==> config.mk <==
export PLATFORM = sky130hd
export DESIGN_NAME = gpio_disp_ctrl
export DESIGN_NICKNAME = d
export VERILOG_FILES = /design/src/rtl/gpio_disp_ctrl.sv
export SDC_FILE = /design/constraint.sdc
export NUM_CORES = 1
export LEC_CHECK = 0
export ABC_CLOCK_PERIOD_IN_PS = 4000
export BUFFER_PORTS_ARGS = -buffer_cell sky130_fd_sc_hd__buf_2
export CORE_UTILIZATION = 31
export CTS_BUF_LIST = sky130_fd_sc_hd__clkbuf_4
export CTS_CLUSTER_SIZE = 24
export DETAILED_ROUTE_END_ITERATION = 12
export HOLD_SLACK_MARGIN = 0.15
export SYNTH_ARGS = -nofsm -noshare
export SYNTH_HDL_FRONTEND = slang
export SYNTH_SLANG_ARGS = --single-unit
export TNS_END_PERCENT = 20
==> constraint.sdc <==
create_clock -name clk -period 4 [get_ports clk]
set_clock_uncertainty 0.2 [all_clocks]
set_input_delay 0.8 -clock clk [delete_from_list [all_inputs] [get_ports clk]]
set_output_delay 0.8 -clock clk [all_outputs]
set_load 0.02 [all_outputs]
==> src/rtl/gpio_disp_ctrl.sv <==
// GPIO-driven 8-digit seven-segment display controller with a switch synchronizer.
// Writes are decoded one nibble per cycle into shadow registers, then committed atomically.
module gpio_disp_ctrl (
    input  logic        clk,
    input  logic        rst_n,
    input  logic        wr_en,
    input  logic [31:0] wr_data,
    input  logic        blank_en,
    input  logic [17:0] sw_in,
    output logic [17:0] sw_sync,
    output logic        sw_changed,
    output logic [31:0] gpio_out,
    output logic [6:0]  hex0,
    output logic [6:0]  hex1,
    output logic [6:0]  hex2,
    output logic [6:0]  hex3,
    output logic [6:0]  hex4,
    output logic [6:0]  hex5,
    output logic [6:0]  hex6,
    output logic [6:0]  hex7,
    output logic        busy
);

    typedef enum logic [1:0] {StIdle, StScan, StCommit} state_t;

    localparam logic [6:0] SegZero  = 7'h40;
    localparam logic [6:0] SegBlank = 7'h7F;

    function automatic logic [6:0] hex_glyph(input logic [3:0] nib);
        logic [6:0] seg;
        case (nib)
            4'h0:    seg = 7'h40;
            4'h1:    seg = 7'h79;
            4'h2:    seg = 7'h24;
            4'h3:    seg = 7'h30;
            4'h4:    seg = 7'h19;
            4'h5:    seg = 7'h12;
            4'h6:    seg = 7'h02;
            4'h7:    seg = 7'h78;
            4'h8:    seg = 7'h00;
            4'h9:    seg = 7'h10;
            4'hA:    seg = 7'h08;
            4'hB:    seg = 7'h03;
            4'hC:    seg = 7'h46;
            4'hD:    seg = 7'h21;
            4'hE:    seg = 7'h06;
            default: seg = 7'h0E;
        endcase
        return seg;
    endfunction

    state_t      r_state;
    state_t      w_state_nxt;
    logic [31:0] r_data;
    logic        r_blank;
    logic [2:0]  r_idx;
    logic        r_lead;
    logic [6:0]  r_shadow [8];
    logic [6:0]  r_hex    [8];
    logic [31:0] r_gpio;
    logic        r_pend_vld;
    logic [31:0] r_pend_data;
    logic        r_pend_blank;

    logic        w_load;
    logic [31:0] w_load_data;
    logic        w_load_blank;
    logic [3:0]  w_nib;
    logic        w_zero_run;
    logic [6:0]  w_seg;

    always_ff @(posedge clk or negedge rst_n) begin
        if (!rst_n) r_state <= StIdle;
        else        r_state <= w_state_nxt;
    end

    // A write arriving in the commit cycle is the newest, so it wins over any pending entry.
    always_comb begin
        w_state_nxt  = r_state;
        w_load       = 1'b0;
        w_load_data  = wr_data;
        w_load_blank = blank_en;
        unique case (r_state)
            StIdle: begin
                if (wr_en) begin
                    w_load      = 1'b1;
                    w_state_nxt = StScan;
                end
            end
            StScan: begin
                if (r_idx == 3'd0) w_state_nxt = StCommit;
            end
            StCommit: begin
                if (wr_en) begin
                    w_load      = 1'b1;
                    w_state_nxt = StScan;
                end else if (r_pend_vld) begin
                    w_load       = 1'b1;
                    w_load_data  = r_pend_data;
                    w_load_blank = r_pend_blank;
                    w_state_nxt  = StScan;
                end else begin
                    w_state_nxt = StIdle;
                end
            end
            default: w_state_nxt = StIdle;
        endcase
    end

    assign w_nib      = r_data[{r_idx, 2'b00} +: 4];
    assign w_zero_run = r_lead && (w_nib == 4'h0);
    assign w_seg      = (r_blank && w_zero_run && (r_idx != 3'd0)) ? SegBlank : hex_glyph(w_nib);

    always_ff @(posedge clk or negedge rst_n) begin
        if (!rst_n) begin
            r_data       <= '0;
            r_blank      <= 1'b0;
            r_idx        <= '0;
            r_lead       <= 1'b0;
            r_gpio       <= '0;
            r_pend_vld   <= 1'b0;
            r_pend_data  <= '0;
            r_pend_blank <= 1'b0;
            for (int i = 0; i < 8; i++) begin
                r_shadow[i] <= SegZero;
                r_hex[i]    <= SegZero;
            end
        end else begin
            if (w_load) begin
                r_data  <= w_load_data;
                r_blank <= w_load_blank;
                r_idx   <= 3'd7;
                r_lead  <= 1'b1;
            end else if (r_state == StScan) begin
                r_shadow[r_idx] <= w_seg;
                r_idx           <= r_idx - 3'd1;
                r_lead          <= w_zero_run;
            end
            if (r_state == StCommit) begin
                r_gpio <= r_data;
                for (int i = 0; i < 8; i++) r_hex[i] <= r_shadow[i];
            end
            if (r_state == StCommit) begin
                r_pend_vld <= 1'b0;
            end else if (wr_en && (r_state == StScan)) begin
                r_pend_vld   <= 1'b1;
                r_pend_data  <= wr_data;
                r_pend_blank <= blank_en;
            end
        end
    end

    logic [17:0] r_sw_meta;
    logic [17:0] r_sw_sync;
    logic [17:0] r_sw_prev;
    logic        r_sw_chg;

    always_ff @(posedge clk or negedge rst_n) begin
        if (!rst_n) begin
            r_sw_meta <= '0;
            r_sw_sync <= '0;
            r_sw_prev <= '0;
            r_sw_chg  <= 1'b0;
        end else begin
            r_sw_meta <= sw_in;
            r_sw_sync <= r_sw_meta;
            r_sw_prev <= r_sw_sync;
            r_sw_chg  <= (r_sw_sync != r_sw_prev);
        end
    end

    assign sw_sync    = r_sw_sync;
    assign sw_changed = r_sw_chg;
    assign gpio_out   = r_gpio;
    assign busy       = (r_state != StIdle);
    assign hex0       = r_hex[0];
    assign hex1       = r_hex[1];
    assign hex2       = r_hex[2];
    assign hex3       = r_hex[3];
    assign hex4       = r_hex[4];
    assign hex5       = r_hex[5];
    assign hex6       = r_hex[6];
    assign hex7       = r_hex[7];

endmodule

==> summary.txt <==
Initial core utilization -> 31.7%
Routability cong. -> 0.796
Clock buffer depth -> 3
Max Clock Freq -> 0.301 GHz
Die Area -> 0.0352 mm²
Total number of vias -> 7240
DRC -> 0
Vias in the first global route -> 7456
Via/cell ratio -> 4.64
RSZ-0062 raised after global routing -> false
Largest net degree at the start of global routing -> 86
Antenna-violating nets left -> 0
Worst-Skew Late Latency -> 690 ps
Final hold vios -> 0
Clk pin slew, worst setup/hold paths -> 60 ps
I/O pin count -> 162
Critical path required time -> 4410 ps
Syn Area/Cell -> 13.4 µm²
GRT Residual Overflow -> 0
Seq cells post-synth -> 272
Primary FF master, synth -> dfrtp_1
Die Ht -> 188 µm
CTS root buf -> clkbuf_4
HP Class -> flop to flop
Total Routed Length -> 25.9 mm
Area of the mapped netlist -> 0.0107 mm²
Pwr dens -> 845 mW/mm²
Minimum clock period -> 3320 ps
Leakage dissipation -> 6.23 nW
Share of cells above drive strength 1 -> 42.5%
Status -> finished clean
Crit Path Max Fanout -> 12
Hold WS -> 146 ps
Startpoint types -> flop
Slew headroom -> 28.5%
Max Slew Vio Count -> 0
Global-route wire length before repair -> 41.7 mm
Gate count after technology mapping -> 795
Multi-input gate area -> 0.00363 mm²
Core ar. -> 0.0337 mm²
Port Buffers -> 161
Largest area contributor in the netlist -> dfrtp_1
CTS sink cnt -> 272
Wire per inst -> 16.6 µm
Die W -> 188 µm
Critical path type -> flop to flop
Syn_nets -> 857
Count leader, synth -> dfrtp_1
Ys Warns -> 0
Total GRT Usage -> 15.2%
H-tree lvl count -> 3
P&R area growth vs syn -> 26.9%
TritonCTS Buffers -> 75
DRC marker count from the first detailed-route iteration -> 395
Top cells by count, synth -> 256 x dfrtp_1, 141 x mux2_2, 75 x nand2_1, 51 x o21ai_0, 41 x o22ai_1
VDD IR-drop max -> 0.367 mV
Final worst-path cycle share -> 83.0%
Final setup fails -> 0
DP HPWL -> 17.1 mm
Synth top area cells -> dfrtp_1 60%, mux2_2 15%, dfstp_2 3.9%
Nets -> 1122
DRT Pass-1 Iters -> 5
WP data arrival -> 3730 ps
Fillers -> 3304
Max-capacitance violation count -> 0
Antenna violations before repair -> 1
Post-synthesis sequential area ratio -> 64.0%
Synth top area share -> 60.0%
CP endpoint kind -> flop
Sequential Area -> 0.00683 mm²
Library cells used by synthesis -> 51
Rows -> 67
Sum Neg Setup Slack -> 0 ps
Final Util -> 40.2%
CTS tree -> done
Asr flop ratio synth -> 100%
Worst Tran Pin Value -> 1060 ps
Number of synthesized flops with an enable pin -> 0
-- worst paths after layout --
| check | from | endpoint | slack, ps | cells past startpoint |
|---|---|---|---|---|
| min in group asynchronous | rst_n | r_pend_data[21]$_DFFE_PN0P_ | 520 | 2 |
| max | r_idx[0]$_DFFE_PN0P_ | r_shadow[46]$_DFFE_PN0P_ | 680 | 7 |
| max reg2reg | r_idx[0]$_DFFE_PN0P_ | r_shadow[46]$_DFFE_PN0P_ | 680 | 7 |
| min | r_sw_meta[3]$_DFF_PN0_ | sw_sync[3]$_DFF_PN0_ | 150 | 0 |
| max in group asynchronous | rst_n | hex5[6]$_DFFE_PN1N_ | 2120 | 3 |
| min reg2reg | r_sw_meta[3]$_DFF_PN0_ | sw_sync[3]$_DFF_PN0_ | 150 | 0 |
-- area by class of cell --
class                           instances  area share [%]
Antenna cell                            1          0.0185
Clock buffer                          116            6.43
Clock inverter                         14           0.619
Inverter                                7           0.194
Multi-Input combinational cell        469            26.8
Sequential cell                       272            50.4
Tap cell                              448            4.14
Timing Repair Buffer                  235            11.3
-- layout by cell type, fill, tap and decap left out, drive strengths merged, types with 6 or more instances in the layout --
master,instances
ha,8
nor2,27
nor4,8
dfrtp,256
mux2i,7
dlygate4sd3,55
mux2,142
nand2,75
nor3,12
xnor2,14
o21ai,55
dfstp,16
clkbuf,116
inv,8
nand2b,9
mux4,6
o22ai,41
buf,180
a21oi,17
clkinv,11
-- kinds of logic (layout without fill, tap and decap cells) --
family	Yosys count	after routing	synth area share [%]
flip-flops	272	272	64.0
AND/OR/NAND/NOR	156	156	6.88
multiplexers	155	155	17.1
AO/OA/AOI/OAI	132	132	7.42
buffers and inverters	54	372	2.17
XOR/XNOR	18	18	1.48
adder cells (fa/ha/maj)	8	8	0.938
other	0	1	0
-- registers in the layout, summed over array words and instances, names as in the netlist, 18 cells and up --
name	flops
r_shadow	56
gpio_out	32
r_data	32
r_pend_data	32
r_sw_meta	18
r_sw_prev	18
sw_sync	18
-- metrics by stage --
| stage | setup WS [ps] | area (µm²) | total power [mW] | cells |
|---|---|---|---|---|
| final | 682 | 13500 | 11.4 | 1562 |
| after floorplan | 1250 | 10700 | 7.38 | 795 |
| after detailed placement | 699 | 12000 | 8.97 | 1376 |
| after CTS | 697 | 13500 | 11.6 | 1561 |
| after global placement | 828 | 12000 | 8.85 | 1376 |
| after global routing | 408 | 13500 | 12.2 | 1562 |
-- critical path, cell delays in order, from the launching register on --
cell	delay (ps)
dfrtp_1	630
mux4_1	600
mux2i_1	430
ha_1	320
nand4_1	270
a41oi_2	580
nor4_1	110
nor2_1	120
-- timing repair --
action / 4_1_cts / 5_1_grt
hold endpoints to repair: 136 / 0
hold buffers: 55 / 0
resized for setup: 0 / 0
setup buffers: 0 / 0
-- per-layer routing --
metal	GRT usage, %	vias up	part of all wire (%)
li1	-	3431	-
met1	20.1	3561	45
met2	23.7	208	47
met3	4.17	40	5.9
met4	5.82	0	2.0
met5	0	-	0
-- where the power goes --
group,internal [mW],switching (mW),total [mW]
combinational,1.75,2.57,4.32
sequential,3.87,0.718,4.59
clock,1.38,1.14,2.52
total,7.00,4.43,11.4
Power figures use the tool's default switching activity.
